<file path="src/rtl/mouse_pkg.sv">
// Shared definitions for the PS/2 mouse receiver: FSM states, error codes, parity helper.
// No logic of its own; no latency; no flow control.
// Imported by ps2_line_sync and mouse_receiver.
package mouse_pkg;

    typedef enum logic [2:0] {
        IDLE   = 3'd0,
        DATA   = 3'd1,
        PARITY = 3'd2,
        STOP   = 3'd3,
        DONE   = 3'd4
    } state_t;

    localparam logic [1:0] ERR_NONE   = 2'b00;
    localparam logic [1:0] ERR_PARITY = 2'b01;
    localparam logic [1:0] ERR_STOP   = 2'b10;

    // PS/2 uses odd parity: data plus parity bit must hold an odd number of ones.
    function automatic logic parity_error(input logic [7:0] data_byte, input logic par_bit);
        return ~^{data_byte, par_bit};
    endfunction

endpackage

</file>
<file path="src/rtl/ps2_line_sync.sv">
// PS/2 line conditioner: 2-flop synchroniser (idle-high reset), optional glitch filter, falling-edge flag.
// Latency: 2 cycles sync, plus FILTER_LEN cycles when FILTER_EN; fall_o is combinational on the conditioned line.
// No backpressure: samples every cycle.
module ps2_line_sync
    import mouse_pkg::*;
#(
    parameter bit FILTER_EN  = 1'b0,
    parameter int FILTER_LEN = 4
) (
    input  logic clk_i,
    input  logic rst_n_i,
    input  logic line_i,
    output logic line_o,
    output logic fall_o
);

    localparam int FCW = (FILTER_LEN > 1) ? $clog2(FILTER_LEN) : 1;
    localparam logic [FCW-1:0] FCNT_LAST = FCW'(FILTER_LEN - 1);

    logic           sync1_q, sync2_q;
    logic           filt_q, filt_d;
    logic [FCW-1:0] fcnt_q, fcnt_d;
    logic           prev_q;
    logic           line_c;

    always_ff @(posedge clk_i or negedge rst_n_i) begin
        if (!rst_n_i) begin
            sync1_q <= 1'b1;
            sync2_q <= 1'b1;
        end else begin
            sync1_q <= line_i;
            sync2_q <= sync1_q;
        end
    end

    // Output follows the input only after FILTER_LEN consecutive samples disagree with it.
    always_comb begin
        filt_d = filt_q;
        fcnt_d = fcnt_q;
        if (sync2_q == filt_q) begin
            fcnt_d = '0;
        end else if (fcnt_q == FCNT_LAST) begin
            filt_d = sync2_q;
            fcnt_d = '0;
        end else begin
            fcnt_d = fcnt_q + 1'b1;
        end
    end

    always_ff @(posedge clk_i or negedge rst_n_i) begin
        if (!rst_n_i) begin
            filt_q <= 1'b1;
            fcnt_q <= '0;
        end else begin
            filt_q <= filt_d;
            fcnt_q <= fcnt_d;
        end
    end

    assign line_c = FILTER_EN ? filt_q : sync2_q;

    always_ff @(posedge clk_i or negedge rst_n_i) begin
        if (!rst_n_i) begin
            prev_q <= 1'b1;
        end else begin
            prev_q <= line_c;
        end
    end

    assign line_o = line_c;
    assign fall_o = prev_q & ~line_c;

endmodule

</file>
<file path="src/rtl/mouse_receiver.sv">
// Host-side PS/2 receiver: 11-bit device->host frames to a byte, error code and one-cycle BYTE_READY strobe.
// Latency: BYTE_READY one cycle after the stop-bit edge is flagged (MOUSE_CLK_FILTER_EN adds FILTER_LEN cycles).
// No backpressure: READ_ENABLE low forces IDLE and ignores the bus; outputs are held until the next frame.
module mouse_receiver
    import mouse_pkg::*;
#(
    parameter int TIMEOUT_CYCLES = 50000,
    parameter int FILTER_LEN     = 4
) (
    input  logic       CLK,
    input  logic       RESET_N,
    input  logic       CLK_MOUSE_IN,
    input  logic       DATA_MOUSE_IN,
    input  logic       READ_ENABLE,
    output logic [7:0] BYTE_READ,
    output logic [1:0] BYTE_ERROR_CODE,
    output logic       BYTE_READY
);

`ifdef MOUSE_CLK_FILTER_EN
    localparam bit CLK_FILTER_EN = 1'b1;
`else
    localparam bit CLK_FILTER_EN = 1'b0;
`endif

    localparam int TW = (TIMEOUT_CYCLES > 2) ? $clog2(TIMEOUT_CYCLES) : 1;
    localparam logic [TW-1:0] TMO_LAST = TW'(TIMEOUT_CYCLES - 1);

    logic          ms_fall;
    logic          ms_dat;
    logic          unused_ms_clk;
    logic          unused_dat_fall;
    logic          edge_en;
    logic          in_frame;

    state_t        state_q, state_d;
    logic [2:0]    cnt_q, cnt_d;
    logic [7:0]    shift_q, shift_d;
    logic          par_err_q, par_err_d;
    logic [7:0]    byte_q, byte_d;
    logic [1:0]    err_q, err_d;
    logic [TW-1:0] tmo_q, tmo_d;

    ps2_line_sync #(
        .FILTER_EN  (CLK_FILTER_EN),
        .FILTER_LEN (FILTER_LEN)
    ) u_clk_sync (
        .clk_i   (CLK),
        .rst_n_i (RESET_N),
        .line_i  (CLK_MOUSE_IN),
        .line_o  (unused_ms_clk),
        .fall_o  (ms_fall)
    );

    ps2_line_sync #(
        .FILTER_EN  (1'b0),
        .FILTER_LEN (FILTER_LEN)
    ) u_dat_sync (
        .clk_i   (CLK),
        .rst_n_i (RESET_N),
        .line_i  (DATA_MOUSE_IN),
        .line_o  (ms_dat),
        .fall_o  (unused_dat_fall)
    );

    assign edge_en  = ms_fall & READ_ENABLE;
    assign in_frame = (state_q == DATA) || (state_q == PARITY) || (state_q == STOP);

    always_comb begin
        state_d   = state_q;
        cnt_d     = cnt_q;
        shift_d   = shift_q;
        par_err_d = par_err_q;
        byte_d    = byte_q;
        err_d     = err_q;
        tmo_d     = '0;

        case (state_q)
            IDLE: begin
                cnt_d = '0;
                if (edge_en && !ms_dat) begin
                    state_d = DATA;
                end
            end
            DATA: begin
                if (edge_en) begin
                    shift_d[cnt_q] = ms_dat;
                    if (cnt_q == 3'd7) begin
                        cnt_d   = '0;
                        state_d = PARITY;
                    end else begin
                        cnt_d = cnt_q + 3'd1;
                    end
                end
            end
            PARITY: begin
                if (edge_en) begin
                    par_err_d = parity_error(shift_q, ms_dat);
                    state_d   = STOP;
                end
            end
            STOP: begin
                if (edge_en) begin
                    byte_d  = shift_q;
                    err_d   = {~ms_dat, par_err_q};
                    state_d = DONE;
                end
            end
            DONE: begin
                state_d = IDLE;
            end
            default: begin
                state_d = IDLE;
            end
        endcase

        // An edge in the terminal cycle keeps the frame alive.
        if (in_frame && !edge_en) begin
            if (tmo_q == TMO_LAST) begin
                state_d = IDLE;
                cnt_d   = '0;
            end else begin
                tmo_d = tmo_q + 1'b1;
            end
        end

        if (!READ_ENABLE) begin
            state_d = IDLE;
            cnt_d   = '0;
            tmo_d   = '0;
        end
    end

    always_ff @(posedge CLK or negedge RESET_N) begin
        if (!RESET_N) begin
            state_q   <= IDLE;
            cnt_q     <= '0;
            shift_q   <= '0;
            par_err_q <= 1'b0;
            byte_q    <= '0;
            err_q     <= ERR_NONE;
            tmo_q     <= '0;
        end else begin
            state_q   <= state_d;
            cnt_q     <= cnt_d;
            shift_q   <= shift_d;
            par_err_q <= par_err_d;
            byte_q    <= byte_d;
            err_q     <= err_d;
            tmo_q     <= tmo_d;
        end
    end

    assign BYTE_READ       = byte_q;
    assign BYTE_ERROR_CODE = err_q;
    assign BYTE_READY      = (state_q == DONE) && READ_ENABLE;

endmodule

</file>
<file path="config.mk">
export PLATFORM = sky130hd
export DESIGN_NAME = mouse_receiver
export DESIGN_NICKNAME = d
export VERILOG_FILES = /design/src/rtl/mouse_pkg.sv /design/src/rtl/ps2_line_sync.sv /design/src/rtl/mouse_receiver.sv
export SDC_FILE = /design/constraint.sdc
export NUM_CORES = 1
export LEC_CHECK = 0
export CAP_MARGIN = 25
export CORE_UTILIZATION = 50
export DETAILED_ROUTE_END_ITERATION = 10
export PLACE_DENSITY = 0.68
export RECOVER_POWER = 100
export SYNTH_ARGS = -nofsm -noshare
export SYNTH_HDL_FRONTEND = slang
export SYNTH_SLANG_ARGS = --single-unit
</file>
<file path="constraint.sdc">
create_clock -name CLK -period 2.48 [get_ports CLK]
set_input_delay 0.248 -clock CLK [delete_from_list [all_inputs] [get_ports CLK]]
set_output_delay 0.248 -clock CLK [all_outputs]
set_load 0.005 [all_outputs]
</file>
==> metrics, run 1 <==
status completed; RR Endpoint cnt_q[0]; RSZ-0062 raised after global routing false; Final Slew Violations 0; Max Buffers Root-to-Sink 2; Hold Crit Class reg2reg; R2R cell count 5; Finished Cell Area 2430 µm²; CP max FO 5; Layout area overhead 12.8%; endpoints failing hold 0; drt initial violations 90; Layout Nets between 200 and 250; Worst-Skew Late Latency 0.29 ns; Yosys reg bits 46; worst hold margin approximately 0.36 ns; Layout Skew 0.00888 ns; Worst Path Required ~2.6 ns; synth cell count leaders dfrtp_1 (41), nor2_1 (20), mux2_2 (18); routed vias approximately 1,400; largest cells by area after synthesis dfrtp_1 (48%), mux2_2 (9.4%), dfstp_2 (6.1%); H-Tree Depth 2; number of synthesized flops with an enable pin 0; Slew headroom a little under 40%; IO Port Bufs 15; core area roughly 4100 µm²; share of the yosys chip area belonging to registers about 54%; Final ANT Viol Nets 0; pre-CTS setup slack around 0.27 ns; fillers about 330; Placed Area between 2000 and 2500 µm²; maxcap violations 0; flop2flop setup slack 0.38 ns; Critical Path Stages 5; CP Cell Sequence ha_1, and3_1, nand4_1, o41ai_1, nor3_1; hpwl dp 2.62 mm; drc violations 0; # diodes 0; Avg Cell Area, Syn between 10 and 15 µm²; top-count cell post-synth dfrtp_1; Slew @ Worst Pin roughly 0.9 ns; Critical Path Start Type register; crit path buf inv count 0; top-level I/O count 16; Netlist Area Pre-Place between 2000 and 2500 µm²; Via-to-Cell Ratio around 5.5; Synth Flop Type dfrtp_1; worst setup path end cnt_q[0]; clk root buf clkbuf_8; delay-heaviest family, CP compound AO/OA/AOI/OAI gates; Yosys top cell area share a little under half; Cell Pwr Density between 500 and 600 nW/µm²; TritonRoute pass-1 iters 4; total clock sinks 46; leakage power 1.08 nW; crit path max-delay cell type o41ai_1; post-synth top area cell dfrtp_1; vias in the first global route between 1,000 and 1,500; fin crit period ~2.1 ns; WL final between 3 and 4 mm; synth warn 0; Post-synth ARST share 100%; Tcrit/Tclk final a little over four fifths; FF-to-FF Start tmo_q[0]; GP Congestion between 0.7 and 0.8; max incr delay on CP approximately 0.76 ns; CTS Buf Count 5; die area roughly 4600 µm²; Die Ht between 60 and 70 µm; Critical path origin tmo_q[0]; crit end category register; largest net degree at the start of global routing 47; WS Path Type reg2reg; routed len/inst 15.0 µm; row cnt 23; CP arrival between 2 and 2.5 ns; Post-Syn Nets 195; Initial Utilization a little over half; Unique masters post-synth 38; antenna violations before repair 0; global-route wire length before repair approximately 6.3 mm; clock-pin slew on the worst setup and hold paths roughly 0.080 ns; Peak VDD IR about 380 µV; TNS Setup 0 ns; CTS tree built; Final Setup Violations 0; setup ws final about 0.38 ns; Post-CTS Setup Inserts 0; Post-Syn Instances between 150 and 200; Global Route Usage Sum approximately 19%; DIE WIDTH 67.6 µm; fmax 476 MHz; grt total ovfl 0; share of layout cells above drive strength 1 between 10% and 20%
## flip-flops by register name (all words and copies together), names as in the netlist
register            flops
u_clk_sync.prev_q       1
u_clk_sync.sync1_q      1
BYTE_READ               8
state_q                 3
tmo_q                  16
u_clk_sync.line_o       1
par_err_q               1
u_dat_sync.line_o       1
BYTE_ERROR_CODE         2
cnt_q                   3
u_dat_sync.sync1_q      1
shift_q                 8
## per-stage QoR
| step | utilization, % | cells | power (W) |
|---|---|---|---|
| final | 59.8 | 256 | 0.00125 |
| after global routing | 59.8 | 256 | 0.00131 |
| after CTS | 59.9 | 254 | 0.00127 |
| after detailed placement | 57.7 | 246 | 0.000831 |
| after global placement | 57.7 | 246 | 0.000829 |
| after floorplan | - | 187 | 0.000804 |
## layout by cell type, fill, tap and decap left out, types with 5 or more instances in the layout
cell type,netlist,layout
dfrtp_1,41,41
nor2_1,20,20
mux2_2,18,18
xnor2_1,15,15
dlygate4sd3_1,0,14
nor3_1,7,8
nor4_1,7,7
nand3_1,7,7
inv_1,6,6
nand2_1,6,6
nand4_1,5,5
clkbuf_8,0,5
## power by group
group,internal [W],total [W],switching [W],leakage (nW)
sequential,0.000760,0.000769,0.00000912,0.624
clock,0.000199,0.000434,0.000235,0.0452
combinational,0.0000178,0.0000461,0.0000282,0.413
## cell families after synthesis
group	count (synthesis)	synth area share [%]
AND/OR/NAND/NOR	74	20.0
flip-flops	46	53.8
XOR/XNOR	20	8.78
multiplexers	19	9.89
buffers and inverters	14	2.50
AO/OA/AOI/OAI	11	3.32
adder cells (fa/ha/maj)	3	1.75
## how the worst min path moves through the flow
stage | from | to | cells after the start
2_1_floorplan | RESET_N | BYTE_ERROR_CODE[0] | 0
5_1_grt | u_dat_sync.sync1_q | u_dat_sync.line_o | 0
4_1_cts | RESET_N | state_q[1] | 1
3_3_place_gp | u_dat_sync.sync1_q | u_dat_sync.line_o | 0
6_report | u_dat_sync.sync1_q | u_dat_sync.line_o | 0
3_5_place_dp | u_clk_sync.sync1_q | u_clk_sync.line_o | 0
## layout make-up
| cell class | count | area, µm² | share of cell area [%] |
|---|---|---|---|
| sequential | 46 | 1160 | 47.7 |
| tap | 50 | 62.6 | 2.58 |
| clock inverter | 2 | 13.8 | 0.567 |
| multi-input combinational | 127 | 927 | 38.2 |
| inverter | 6 | 22.5 | 0.928 |
| timing repair buffer | 19 | 170 | 7.01 |
| clock buffer | 6 | 72.6 | 2.99 |
## timing repair
action                    4_1_cts  5_1_grt
hold endpoints to repair        0        7
gates resized for setup         0        0
hold buffers                    0        1
## layer usage
layer	up-vias	routed length [µm]	GRT usage (%)
met5	-	0	0
met4	0	41	7.18
met3	4	127	5.07
met2	22	1770	27.2
met1	691	1890	28.0
li1	696	-	-
Note: power is estimated with default switching activity, not from simulation.
==> run 2: changes to the inputs <==
- clock period: 2.48 -> 2.1 ns (I/O delays scaled with it)
==> run 2 against run 1 <==
  * First-iteration DRC count fell by 51%
  * Non-clock buffer count increased by 5
  * Critical path depth shrank 2
  * Critical endpoint is now BYTE_READY
  * Die area did not move
  * Core utilization rose by 0.99 points
  * Cell area rose by 1.7%
  * Power rose by 21%
  * Largest power group unchanged
  * Wire length is 5.9% higher
==> metrics, run 2 (synthesized netlist as in run 1, its figures left out) <==
status completed; Sw Pwr 0.000355 W; CP max FO 12; Worst Path Required approximately 1.9 ns; setup ws final between 0.15 and 0.2 ns; H-Tree Depth 2; max reg flops 16; Post-CTS Setup Inserts 0; leakage power around 1.1 nW; Global Route Usage Sum between 20 and 25%; final cell count without fillers about 260; sw frac a little under a quarter; core area just over 4000 µm²; TritonRoute pass-1 iters 4; FF-to-FF Start u_clk_sync.prev_q; Hold Crit Class reg2reg; drc violations 0; placed cells about 250; die area ~4600 µm²; Reg area 1160 µm²; antenna violations before repair 0; Slew @ Worst Pin between 1 and 1.5 ns; hold path start u_dat_sync.sync1_q; DIE WIDTH just under 70 µm; R2R cell count 4; CTS Buf Count 5; pre-CTS setup slack about 0.15 ns; top-level I/O count 16; fillers 329; clk root buf clkbuf_8; Cell Pwr Density about 610 nW/µm²; Worst-Skew Late Latency 0.30 ns; share of layout cells above drive strength 1 19.4%; drt initial violations 44; Layout area overhead 14.7%; Final ANT Viol Nets 0; CTS tree built; largest net degree at the start of global routing 21; Slew headroom 29.2%; clock power share between 30% and 40%; Peak VDD IR 423 µV; RSZ-0062 raised after global routing false; commonest non-fill, non-tap cell in the layout dfrtp_1; Layout Skew ~0.0084 ns; fin crit period roughly 1.9 ns; Comb pwr share around 4%; fmax 521 MHz; CP arrival 1.71 ns; Max Buffers Root-to-Sink 2; TNS Setup 0 ns; Die Ht slightly below 70 µm; clock-pin slew on the worst setup and hold paths roughly 0.090 ns; Worst Hold End u_dat_sync.line_o; Reg power frac about 60%; grt total ovfl 0; Final Setup Violations 0; RR Endpoint shift_q[2]; most frequent cells in the layout dfrtp_1 (41), nor2_1 (20), mux2_2 (18); WS Path Type reg2out; routed len/inst approximately 16 µm; most flop-heavy register tmo_q; row cnt 23; routed vias around 1,400; IO Port Bufs 15; Via-to-Cell Ratio approximately 5.5; crit end category output port; hpwl dp 2.83 mm; vias in the first global route roughly 1,500; Initial Utilization between 50% and 60%; global-route wire length before repair 6.85 mm; endpoints failing hold 0; maxcap violations 0; GP Congestion roughly 0.79; Layout Nets roughly 220; Int Power approximately 0.0012 W; total clock sinks 46; # diodes 0; Critical Path Start Type register; post_cts resized 0; Final Slew Violations 0; Tcrit/Tclk final 91.4%; WL final 4.06 mm; area occupied by multi-input gates roughly 930 µm²; hold path cells 0; flop2flop setup slack about 0.31 ns
run 2: repair_timing:
item / 4_1_cts / 5_1_grt
endpoints found under the hold margin: 18 / 0
hold buffers: 1 / 0
setup endpoints to repair: 0 / 0
run 2: critical path, stage by stage (launching register included):
cell and delay (ns):
dfrtp_1 0.50, nor2_1 0.23, and3_1 0.19, clkdlybuf4s50_1 0.49
run 2: power by group through the flow:
stage	clock (W)	combinational, W	sequential [W]
6_report	0.000542	0.0000599	0.000908
4_1_cts	0.000556	0.0000655	0.000909
5_1_grt	0.000587	0.0000689	0.000910
3_5_place_dp	0	0.0000634	0.000926
3_3_place_gp	0	0.0000606	0.000925
2_1_floorplan	0	0.0000300	0.000919
run 2: how the worst max path moves through the flow:
stage	start	end	slack [ns]
after floorplan	u_clk_sync.prev_q	shift_q[2]	0.36
after global placement	READ_ENABLE	shift_q[2]	0.16
after detailed placement	READ_ENABLE	shift_q[2]	0.15
after CTS	state_q[1]	BYTE_READY	0.18
after global routing	state_q[0]	BYTE_READY	0.1
final	state_q[0]	BYTE_READY	0.18
run 2: cell type report:
class                      count  area share [%]
sequential                    46            46.9
multi-input combinational    127            37.9
timing repair buffer          24            8.07
clock buffer                   5            2.79
tap                           50            2.54
inverter                       6           0.913
clock inverter                 3           0.863
run 2: through the flow:
stage | area (µm²) | utilization, % | hold WS, ns | total power [W]
detailed placement | 2390 | 58.8 | 0.173 | 0.000989
global route | 2470 | 60.8 | 0.365 | 0.00157
global placement | 2390 | 58.8 | 0.163 | 0.000985
floorplan | 2150 | - | -0.0856 | 0.000949
finish | 2470 | 60.8 | 0.360 | 0.00151
CTS | 2490 | 61.3 | 0.318 | 0.00153
run 2: metal layers:
layer  up-vias  share of wire [%]  global-route usage (%)  wire length (µm)
li1        705                  -                       -                 -
met1       707                 50                    28.5              2030
met2        19                 46                    31.7              1860
met3         6                2.6                    4.22               106
met4         0                1.7                    8.78                68
met5         -                  0                       0                 0
